===== src/rtl/fifo_ptr_pkg.sv =====
// Gray/binary pointer helpers shared by the read- and write-side FIFO pointer blocks.
// Functions operate on a wide container; callers zero-extend and truncate to their pointer width.
package fifo_ptr_pkg;

  typedef logic [15:0] ptr_t;

  function automatic ptr_t bin2gray(input ptr_t b);
    return b ^ (b >> 1);
  endfunction

  // Leading zeros of a zero-extended Gray code decode to zeros, so one width serves all pointers
  function automatic ptr_t gray2bin(input ptr_t g);
    ptr_t b;
    b[15] = g[15];
    for (int i = 14; i >= 0; i--) begin
      b[i] = b[i+1] ^ g[i];
    end
    return b;
  endfunction

endpackage


===== src/rtl/rptr_level_calc.sv =====
// Combinational read-side fill level and almost-empty compare from the synchronised write pointer.
import fifo_ptr_pkg::*;

module rptr_level_calc #(
  parameter int ADDR_WIDTH = 3
) (
  input  logic [ADDR_WIDTH:0] i_rq2_wptr,
  input  logic [ADDR_WIDTH:0] i_rbin_next,
  input  logic [ADDR_WIDTH:0] i_ae_thresh,
  output logic [ADDR_WIDTH:0] o_level_next,
  output logic                o_aempty_next
);

  localparam int PW = ADDR_WIDTH + 1;

  logic [PW-1:0] w_wbin;

  assign w_wbin        = PW'(gray2bin(ptr_t'(i_rq2_wptr)));
  // Modular difference: a full-scale distance of DEPTH lands on the MSB, giving level=DEPTH
  assign o_level_next  = w_wbin - i_rbin_next;
  assign o_aempty_next = (o_level_next <= i_ae_thresh);

endmodule


===== src/rtl/rptr_empty_level.sv =====
// Read-domain pointer, empty/almost-empty/level generator for the async FIFO.
// Optional sticky underflow flag and debug counter under macro RPTR_EMPTY_UFLOW_EN.
import fifo_ptr_pkg::*;

module rptr_empty_level #(
  parameter int ADDR_WIDTH = 3
) (
  input  logic                  i_rclk,
  input  logic                  i_rrst_n,
  input  logic                  i_rinc,
  input  logic [ADDR_WIDTH:0]   i_rq2_wptr,
  input  logic [ADDR_WIDTH:0]   i_ae_thresh,
  input  logic                  i_uflow_clr,
  output logic                  o_rempty,
  output logic                  o_raempty,
  output logic [ADDR_WIDTH:0]   o_rlevel,
  output logic [ADDR_WIDTH:0]   o_rptr,
  output logic [ADDR_WIDTH-1:0] o_raddr,
  output logic                  o_runderflow
);

  localparam int PW = ADDR_WIDTH + 1;

  logic [PW-1:0] r_rbin;
  logic [PW-1:0] r_rptr;
  logic [PW-1:0] r_rlevel;
  logic          r_rempty;
  logic          r_raempty;

  logic          w_rd_en;
  logic [PW-1:0] w_rbin_next;
  logic [PW-1:0] w_rgray_next;
  logic [PW-1:0] w_level_next;
  logic          w_aempty_next;

  assign w_rd_en      = i_rinc & ~r_rempty;
  assign w_rbin_next  = r_rbin + PW'(w_rd_en);
  assign w_rgray_next = PW'(bin2gray(ptr_t'(w_rbin_next)));

  rptr_level_calc #(
    .ADDR_WIDTH (ADDR_WIDTH)
  ) u_level_calc (
    .i_rq2_wptr    (i_rq2_wptr),
    .i_rbin_next   (w_rbin_next),
    .i_ae_thresh   (i_ae_thresh),
    .o_level_next  (w_level_next),
    .o_aempty_next (w_aempty_next)
  );

  // Flags and level all derive from next-state values so they stay mutually consistent
  always_ff @(posedge i_rclk or negedge i_rrst_n) begin
    if (!i_rrst_n) begin
      r_rbin    <= '0;
      r_rptr    <= '0;
      r_rlevel  <= '0;
      r_rempty  <= 1'b1;
      r_raempty <= 1'b1;
    end else begin
      r_rbin    <= w_rbin_next;
      r_rptr    <= w_rgray_next;
      r_rlevel  <= w_level_next;
      r_rempty  <= (w_rgray_next == i_rq2_wptr);
      r_raempty <= w_aempty_next;
    end
  end

`ifdef RPTR_EMPTY_UFLOW_EN
  logic       r_uflow;
  logic [7:0] r_uflow_cnt;
  logic       w_uflow_hit;

  assign w_uflow_hit = i_rinc & r_rempty;

  // Set has priority over clear when both occur in the same cycle
  always_ff @(posedge i_rclk or negedge i_rrst_n) begin
    if (!i_rrst_n) begin
      r_uflow     <= 1'b0;
      r_uflow_cnt <= '0;
    end else if (w_uflow_hit) begin
      r_uflow     <= 1'b1;
      r_uflow_cnt <= (r_uflow_cnt == 8'hFF) ? r_uflow_cnt : r_uflow_cnt + 8'd1;
    end else if (i_uflow_clr) begin
      r_uflow     <= 1'b0;
      r_uflow_cnt <= '0;
    end
  end

  assign o_runderflow = r_uflow;
`else
  logic w_unused_uflow_clr;
  assign w_unused_uflow_clr = i_uflow_clr;
  assign o_runderflow       = 1'b0;
`endif

  assign o_rempty  = r_rempty;
  assign o_raempty = r_raempty;
  assign o_rlevel  = r_rlevel;
  assign o_rptr    = r_rptr;
  assign o_raddr   = r_rbin[ADDR_WIDTH-1:0];

endmodule

===== config.mk =====
export PLATFORM = sky130hd
export DESIGN_NAME = rptr_empty_level
export DESIGN_NICKNAME = d
export VERILOG_FILES = /design/src/rtl/fifo_ptr_pkg.sv /design/src/rtl/rptr_level_calc.sv /design/src/rtl/rptr_empty_level.sv
export SDC_FILE = /design/constraint.sdc
export NUM_CORES = 1
export LEC_CHECK = 0
export CORE_ASPECT_RATIO = 0.75
export CORE_UTILIZATION = 29
export DETAILED_ROUTE_END_ITERATION = 10
export RECOVER_POWER = 100
export SETUP_SLACK_MARGIN = 0.4
export SKIP_LAST_GASP = 1
export SYNTH_ARGS = -nofsm -noshare
export SYNTH_HDL_FRONTEND = slang
export SYNTH_HIERARCHICAL = 1
export SYNTH_SLANG_ARGS = --single-unit

===== constraint.sdc =====
create_clock -name i_rclk -period 3.9 [get_ports i_rclk]
set_clock_uncertainty 0.15 [all_clocks]
set_input_delay 0.39 -clock i_rclk [delete_from_list [all_inputs] [get_ports i_rclk]]
set_output_delay 0.39 -clock i_rclk [all_outputs]
set_load 0.01 [all_outputs]

# Yosys cells after proc, flatten, opt, wreduce, memory -nomap -nowiden
# Index checks and enable logic that the tools add are counted.
dict set report totals {
  word_cells 15
  input_bits 12
  register_bits 14
  out_inout_bits 14
}
dict set report classes {
  n_addsub 2
  magnitude_cmp 1
  bitwise 6
  eq_ne 1
}
# operator count
set op_table {}
lappend op_table {{adder 4 x 1 -> 4 bit} 1}
lappend op_table {{equality test 4 bit} 1}
lappend op_table {{less-or-equal comparator 4 bit} 1}
lappend op_table {{subtractor 4 bit} 1}
lappend op_table {{bitwise XOR 4 x 3 -> 4 bit} 1}
lappend op_table {{bitwise XOR 1 bit} 3}
lappend op_table {{bitwise AND 1 bit} 1}
lappend op_table {{NOT 1 bit} 1}

# Longest topological paths before layout
# Gate-level depths: netlist (run 1).
dict set report depth {
  word_depth 5
  depth_mapped 14
  ltp_nobuf 14
}

# By module
# The synthesis (run 1) kept the hierarchy.
# mod seq_area_each_um2 instances cells_per_inst area_each_um2
set by_module_without_submodules {}
lappend by_module_without_submodules {rptr_empty_level 327.8 1 47 599.3}
lappend by_module_without_submodules {rptr_level_calc 0.0 1 32 251.5}

# Least setup slack after synthesis (run 1)
# No wires, ideal clock.
dict set report synth_path {
  kind {reg-to-reg}
  start {reg r_rempty, in the netlist o_rempty}
  end {reg r_raempty, in the netlist o_raempty}
  slack_ns 0.989
  synth_period_minus_slack_ns 2.911
  required_time_ns 3.673
  path_stages_with_launch 15
  t_arrival_ns 2.683
  setup_time_ns 0.077
  path_buffers 0
  path_cell_list {dfstp_2 -> nor2b_1 -> ha_1 -> ha_1 -> xnor2_1 -> inv_1 -> inv_1 -> ha_1 -> a21oi_1 -> o21ai_0 -> xnor2_1 -> ha_1 -> a21oi_1 -> nand2_1 -> o22ai_1}
}
dict set report synth_between {
  elab_chain_len 5
}
# item line_no
set synth_lines {}
lappend synth_lines {{from (decl)} rptr_empty_level.sv:27} ;# logic r_rempty;
lappend synth_lines {{from (signal assigned)} rptr_empty_level.sv:62} ;# r_rempty <= (w_rgray_next == i_rq2_wptr);
lappend synth_lines {{NOT 1 bit} rptr_empty_level.sv:36} ;# assign w_rd_en = i_rinc & ~r_rempty;
lappend synth_lines {{bitwise AND 1 bit} rptr_empty_level.sv:36}
lappend synth_lines {{adder 4 x 1 -> 4 bit} rptr_empty_level.sv:37} ;# assign w_rbin_next = r_rbin + PW'(w_rd_en);
lappend synth_lines {{named net w_rbin_next[2]} rptr_empty_level.sv:31} ;# logic [PW-1:0] w_rbin_next;
lappend synth_lines {{subtractor 4 bit} rptr_level_calc.sv:20} ;# assign o_level_next = w_wbin - i_rbin_next;
lappend synth_lines {{named net w_level_next[3]} rptr_empty_level.sv:33} ;# logic [PW-1:0] w_level_next;
lappend synth_lines {{less-or-equal comparator 4 bit} rptr_level_calc.sv:21} ;# assign o_aempty_next = (o_level_next <= i_ae_thresh);
lappend synth_lines {{named net w_aempty_next} rptr_empty_level.sv:34} ;# logic w_aempty_next;
lappend synth_lines {{to (signal assigned)} rptr_empty_level.sv:63} ;# r_raempty <= w_aempty_next;
lappend synth_lines {{to (decl)} rptr_empty_level.sv:28} ;# logic r_raempty;
# The timed path passes the listed nets, and every way through them passes these cells.

# Worst setup path after layout (run 1)
dict set report layout_path {
  start {in i_rinc}
  end {reg r_raempty, in the netlist o_raempty}
}
dict set report layout_between {
  elab_chain_len 4
}
# item line_no
set layout_lines {}
lappend layout_lines {{from (decl)} rptr_empty_level.sv:10} ;# input logic i_rinc,
lappend layout_lines {{bitwise AND 1 bit} rptr_empty_level.sv:36}
lappend layout_lines {{adder 4 x 1 -> 4 bit} rptr_empty_level.sv:37}
lappend layout_lines {{named net w_rbin_next[2]} rptr_empty_level.sv:31}
lappend layout_lines {{subtractor 4 bit} rptr_level_calc.sv:20}
lappend layout_lines {{named net w_level_next[3]} rptr_empty_level.sv:33}
lappend layout_lines {{less-or-equal comparator 4 bit} rptr_level_calc.sv:21}
lappend layout_lines {{named net w_aempty_next} rptr_empty_level.sv:34}
# The timed path passes the listed nets, and every way through them passes these cells.

==> flow_metrics.env, run 1 <==
export IMPL_syn_area_per_cell_um2=10.77
export IMPL_diodes=0
export IMPL_peakVddDrop_mv=0.2488
export IMPL_post_synth_top_count_cell="dfrtp_1"
export IMPL_reg2reg_depth=14
export IMPL_postRouteAntennaNets=0
export IMPL_cts_buffer_depth=2
export IMPL_final_layout_size_suffix_gt1_share_pct=6.731
export IMPL_setup_viol=0
export IMPL_die_h_um=48.91
export IMPL_slew_headroom_pct=59.16
export IMPL_vias_per_cell=4.207
export IMPL_placed_cell_area_um2=1110
export IMPL_ctsResizeCount=0
export IMPL_end_kind="register"
export IMPL_ys_warn_count=6
export IMPL_async_flop_share_pct=100.0
export IMPL_hold_path_class="reg -> reg"
export IMPL_tightest_slew_ns=0.6106
export IMPL_clock_sinks=13
export IMPL_num_vias=589
export IMPL_r2r_start="o_rempty$_DFF_PN1_"
export IMPL_power_density_nw_per_um2=931.4
export IMPL_htree_num_levels=1
export IMPL_grt_ovfl_total=0
export IMPL_routedWlPerCell_um=10.46
export IMPL_port_buffers=23
export IMPL_clk_pin_slew_ns=0.05
export IMPL_insertion_delay_ns=0.24
export IMPL_postCtsHoldBufs=0
export IMPL_die_w_um=64.55
export IMPL_drcViolationCount=0
export IMPL_period_needed_ns=3.275
export IMPL_rrSetupSlack_ns=0.89
export IMPL_final_max_slew_viol_count=0
export IMPL_synth_common_cells="dfrtp_1 (11), inv_1 (10), ha_1 (9), xnor2_1 (9)"
export IMPL_final_cell_area_um2=1122
export IMPL_synthFlopType="dfrtp_1"
export IMPL_gr_usage_all_layers_pct=11.06
export IMPL_path_class="in -> reg"
export IMPL_hold_viol=0
export IMPL_synth_net_count=101
export IMPL_syn_area_um2=850.8
export IMPL_ioPinCount=26
export IMPL_status="finished, final reports clean"
export IMPL_critical_path_endpoint="o_raempty$_DFF_PN1_"
export IMPL_dp_hpwl_um=1165
export IMPL_maxCapViolations=0
export IMPL_num_rows=16
export IMPL_grt_antenna_before_repair=0
export IMPL_grt_pass1_vias=588
export IMPL_nNetsFinal=127
export IMPL_synthCells=79
export IMPL_final_util_pct=41.53
export IMPL_yosysSeqAreaShare_pct=38.53
export IMPL_grt_setup_unrepaired="no"
export IMPL_finalCritPeriodShare_pct=83.98
export IMPL_clk_root_buffer_cell="clkbuf_8"
export IMPL_yosys_area_top_type_share_pct=32.35
export IMPL_die_area_um2=3157
export IMPL_wl_um=1464
export IMPL_first_pass_iters=3
export IMPL_max_freq_mhz=305.3
export IMPL_drt_iter0_drc=1
export IMPL_yosys_area_top_type="dfrtp_1"
export IMPL_fill_cells=276
export IMPL_numCtsBuffers=3
export IMPL_fin_setup_tns_ns=0
export IMPL_grt_max_degree=14
export IMPL_grt_pass1_wl_um=2615
export IMPL_cts_tree="yes"
export IMPL_synth_area_leaders="dfrtp_1 (32%), ha_1 (13%), xnor2_1 (9.3%), dfstp_2 (6.2%), inv_1 (4.4%)"
export IMPL_required_ns=3.91
export IMPL_synthDistinctLibCells=28
export IMPL_start_util_pct=31.48
export IMPL_synth_edf_count=0
export IMPL_cp_start_kind="input port"
export IMPL_core_um2=2703
export IMPL_crit_start="i_rinc"
export IMPL_area_growth_synth_to_final_pct=31.91
export IMPL_leakagePower_nw=0.5123
export IMPL_post_cts_repair_setup_buffers=0
export IMPL_arrival_ns=3.29
export IMPL_min_delay_start="r_rbin[0]$_DFF_PN0_"
export IMPL_place_congestion=0.6934
export IMPL_cp_max_fo=4
export IMPL_ys_seq_elements=13
export IMPL_r2r_end="o_raempty$_DFF_PN1_"
==> critical path, cell delays in order <==
cell	delay, ns
dlygate4sd3_1	0.53
nor2b_1	0.13
ha_1	0.22
ha_1	0.25
xnor2_1	0.16
inv_1	0.08
inv_1	0.05
ha_1	0.33
a21oi_1	0.14
o21ai_0	0.12
xnor2_1	0.24
ha_1	0.30
a21oi_1	0.16
nand2_1	0.08
o22ai_1	0.11
==> flip-flops by register name, indices dropped and copies added, names as in the netlist <==
signal     count
o_raempty      1
o_rempty       1
o_rlevel       4
o_rptr         3
r_rbin         4
==> power breakdown <==
part | switching, mW | total (mW) | internal [mW]
Clock | 0.0450 | 0.117 | 0.0719
Sequential | 0.0426 | 0.258 | 0.216
Combinational | 0.331 | 0.670 | 0.339
Total | 0.419 | 1.05 | 0.627
==> layout by cell type (no fill, tap or decap) <==
cell / Yosys / routed
xor3_4: 1 / 1
o21a_1: 1 / 1
a211oi_1: 1 / 1
xnor2_1: 9 / 10
o22ai_1: 1 / 1
o21ai_1: 1 / 1
conb_1: 1 / 1
nor3_1: 1 / 1
inv_1: 10 / 10
nor4_1: 0 / 1
dfrtp_1: 11 / 11
nand3_1: 3 / 3
dfstp_2: 2 / 2
a31oi_1: 1 / 1
o21ai_0: 2 / 2
nor2_1: 4 / 4
a21oi_1: 3 / 3
ha_1: 9 / 9
clkbuf_8: 0 / 3
and3_4: 1 / 1
clkbuf_1: 0 / 2
xor2_1: 3 / 5
clkdlybuf4s50_1: 0 / 7
fa_1: 1 / 1
nand2_1: 4 / 4
nor2b_1: 2 / 2
dlygate4sd3_1: 0 / 16
==> area by class of cell <==
class	count	area (µm²)	area share, %
Clock buffer	4	45.04	4.013
Inverter	10	37.54	3.344
Multi-Input combinational cell	53	432.9	38.57
Sequential cell	13	327.8	29.21
Tap cell	36	45.04	4.013
Timing Repair Buffer	24	234.0	20.85
==> per-stage QoR <==
stage | total power [mW] | cells | hold WS [ns] | worst slack, ns
floorplan | 0.7608 | 79 | -0.05559 | 0.9891
global placement | 0.9764 | 136 | 0.4204 | 0.5370
detailed placement | 0.9878 | 136 | 0.4236 | 0.4929
CTS | 1.112 | 140 | 0.3884 | 0.6857
global route | 1.154 | 140 | 0.4579 | 0.4189
finish | 1.045 | 140 | 0.4217 | 0.6250
==> cells by family after synthesis <==
| group | after synthesis | synth area share (%) |
|---|---|---|
| buffers and inverters | 13 | 7.206 |
| other | 1 | 0.4408 |
| AO/OA/AOI/OAI | 10 | 6.765 |
| XOR/XNOR | 16 | 21.33 |
| flip-flops | 13 | 38.53 |
| adder cells (fa/ha/maj) | 10 | 15.59 |
| AND/OR/NAND/NOR | 16 | 10.14 |
==> per-layer routing <==
layer	wire, µm	up-vias	GRT usage (%)
li1	-	304	-
met1	751	266	15.79
met2	619	17	15.09
met3	80	2	4.439
met4	13	0	3.333
met5	0	-	0
==> worst min path at each step <==
stage	end	slack, ns	cells after the start
floorplan	o_rlevel[0]$_DFF_PN0_	-0.06	0
global placement	r_rbin[0]$_DFF_PN0_	0.42	1
detailed placement	r_rbin[0]$_DFF_PN0_	0.42	1
CTS	o_rlevel[1]$_DFF_PN0_	0.39	1
global route	r_rbin[0]$_DFF_PN0_	0.46	1
finish	r_rbin[0]$_DFF_PN0_	0.42	1
No activity file was read; power rests on OpenSTA's default activity.
==> run 2, diff against run 1 <==
==> constraint.sdc (replaced) <==
create_clock -name i_rclk -period 3 [get_ports i_rclk]
set_clock_uncertainty 0.15 [all_clocks]
set_input_delay 0.3 -clock i_rclk [delete_from_list [all_inputs] [get_ports i_rclk]]
set_output_delay 0.3 -clock i_rclk [all_outputs]
set_load 0.01 [all_outputs]
==> run 2 against run 1 <==
Against the previous run: first-iteration DRC count grew to 9.0 times the previous value; worst hold slack got worse by 0.077 ns; clock power is 31% higher; final area rose by 13%; routed wire length up 9.7%; core utilization increased by 5.2 points; combinational power increased by 60%; total power up 51%; largest power group unchanged.
==> flow_metrics.env, run 2 (synthesis gave the netlist of run 1 again) <==
export IMPL_fin_setup_tns_ns=0
export IMPL_gr_usage_all_layers_pct=11.37
export IMPL_grt_pass1_vias=597
export IMPL_status="finished, final reports clean"
export IMPL_num_rows=16
export IMPL_htree_num_levels=1
export IMPL_power_density_nw_per_um2=1248
export IMPL_core_um2=2703
export IMPL_insertion_delay_ns=0.24
export IMPL_diodes=0
export IMPL_post_cts_repair_setup_buffers=0
export IMPL_grt_max_degree=14
export IMPL_peakVddDrop_mv=0.4902
export IMPL_switching_power_mw=0.6314
export IMPL_path_class="in -> reg"
export IMPL_grt_antenna_before_repair=0
export IMPL_fin_cells=147
export IMPL_setup_viol=0
export IMPL_pwr_share_clk_pct=9.7
export IMPL_power_internal_mw=0.9460
export IMPL_final_layout_size_suffix_gt1_share_pct=23.42
export IMPL_ioPinCount=26
export IMPL_hold_path_class="in -> async"
export IMPL_cp_start_kind="input port"
export IMPL_num_vias=622
export IMPL_power_frac_comb_pct=68.1
export IMPL_grt_ovfl_total=0
export IMPL_pwr_share_seq_pct=22.2
export IMPL_p_sw_share_pct=40.03
export IMPL_postRouteAntennaNets=0
export IMPL_cp_max_fo=2
export IMPL_final_max_slew_viol_count=0
export IMPL_mostFrequentLayoutCell="dlygate4sd3_1"
export IMPL_dp_hpwl_um=1311
export IMPL_slew_headroom_pct=62.11
export IMPL_clk_pin_slew_ns=0.05
export IMPL_die_h_um=48.91
export IMPL_grt_setup_unrepaired="yes"
export IMPL_dp_cells=143
export IMPL_drt_iter0_drc=9
export IMPL_end_kind="register"
export IMPL_area_growth_synth_to_final_pct=48.53
export IMPL_period_needed_ns=2.783
export IMPL_placed_cell_area_um2=1209
export IMPL_finalCritPeriodShare_pct=92.77
export IMPL_grt_pass1_wl_um=2656
export IMPL_arrival_ns=2.80
export IMPL_cts_tree="yes"
export IMPL_place_congestion=0.6970
export IMPL_cts_buffer_depth=2
export IMPL_fill_cells=268
export IMPL_final_cell_area_um2=1264
export IMPL_hold_viol=0
export IMPL_max_freq_mhz=359.3
export IMPL_clock_sinks=13
export IMPL_first_pass_iters=4
export IMPL_drcViolationCount=0
export IMPL_required_ns=3.02
export IMPL_layout_common_cells="dlygate4sd3_1 (14), dfrtp_1 (11), clkdlybuf4s50_1 (9), inv_1 (8), xnor2_1 (7)"
export IMPL_leakagePower_nw=0.5566
export IMPL_die_area_um2=3157
export IMPL_maxCapViolations=0
export IMPL_nNetsFinal=134
export IMPL_start_util_pct=31.48
export IMPL_wl_um=1606
export IMPL_routedWlPerCell_um=10.93
export IMPL_numCtsBuffers=3
export IMPL_tightest_slew_ns=0.5665
export IMPL_die_w_um=64.55
export IMPL_port_buffers=23
export IMPL_clk_root_buffer_cell="clkbuf_8"
export IMPL_vias_per_cell=4.231
## run 2: routing by layer
| metal | wire length (µm) | global-route usage, % | vias up |
|---|---|---|---|
| li1 | - | - | 318 |
| met1 | 762 | 15.25 | 286 |
| met2 | 731 | 17.02 | 18 |
| met3 | 112 | 5.607 | 0 |
| met4 | 0 | 1.111 | 0 |
| met5 | 0 | 0 | - |
## run 2: power by group through the flow
stage / logic, mW / clock network (mW) / registers, mW
5_1_grt: 1.19 / 0.166 / 0.366
2_1_floorplan: 0.699 / 0 / 0.366
6_report: 1.07 / 0.153 / 0.350
4_1_cts: 1.09 / 0.157 / 0.356
3_5_place_dp: 1.04 / 0 / 0.359
3_3_place_gp: 1.03 / 0 / 0.354
## run 2: what timing repair did
action	4_1_cts	5_1_grt
hold buffers	0	0
gates resized for setup	3	6
pin swaps	4	6
endpoints found under the setup margin	1	1
## run 2: layout make-up
type                    count  area [µm²]  area share [%]
inverters                  10       37.54           2.970
multi-input cells          53       525.5           41.58
well taps                  36       45.04           3.564
flip-flops and latches     13       327.8           25.94
repair buffers             31       282.8           22.38
clock buffers               4       45.04           3.564
## run 2: path summary, 6_finish.rpt
path | start | end | slack, ns | depth (start not counted)
worst max-delay path | i_rq2_wptr[2] | o_raempty$_DFF_PN1_ | 0.22 | 11
worst min-delay path | i_rrst_n | o_rlevel[0]$_DFF_PN0_ | 0.34 | 1
max in group asynchronous | i_rrst_n | o_rempty$_DFF_PN1_ | 1.98 | 1
worst min register to register | r_rbin[0]$_DFF_PN0_ | r_rbin[0]$_DFF_PN0_ | 0.43 | 1
min in group i_rclk | r_rbin[0]$_DFF_PN0_ | r_rbin[0]$_DFF_PN0_ | 0.43 | 1
worst max register to register | o_rempty$_DFF_PN1_ | o_raempty$_DFF_PN1_ | 0.33 | 14
## run 2: critical path, stage by stage
cell and delay [ns]:
clkdlybuf4s50_1 0.50, xor2_1 0.34, xnor2_2 0.14, xor2_1 0.16, ha_1 0.23, fa_2 0.52
inv_1 0.05, ha_1 0.28, nand3_2 0.08, nor2_1 0.11, o22ai_1 0.08
## run 2: stage by stage
step / hold WS [ns] / setup slack (ns) / utilization (%) / total power, mW
after floorplan: -0.1456 / 0.4168 / - / 1.066
final: 0.3448 / 0.2170 / 46.76 / 1.577
after global routing: 0.3992 / 0.1111 / 46.76 / 1.718
after detailed placement: 0.4314 / 0.04686 / 44.72 / 1.404
after CTS: 0.2974 / 0.2898 / 46.90 / 1.604
after global placement: 0.4230 / 0.02327 / 44.72 / 1.388
==> run 3, diff against run 2 <==
--- a/config.mk
+++ b/config.mk
@@ -7,6 +7,7 @@
 export LEC_CHECK = 0
 export CORE_ASPECT_RATIO = 0.75
 export CORE_UTILIZATION = 29
+export CTS_CLUSTER_DIAMETER = 50
 export DETAILED_ROUTE_END_ITERATION = 10
 export RECOVER_POWER = 100
 export SETUP_SLACK_MARGIN = 0.4
==> results of run 3 <==
Same layout as run 2: the final DEF is identical, and so are final timing and power.
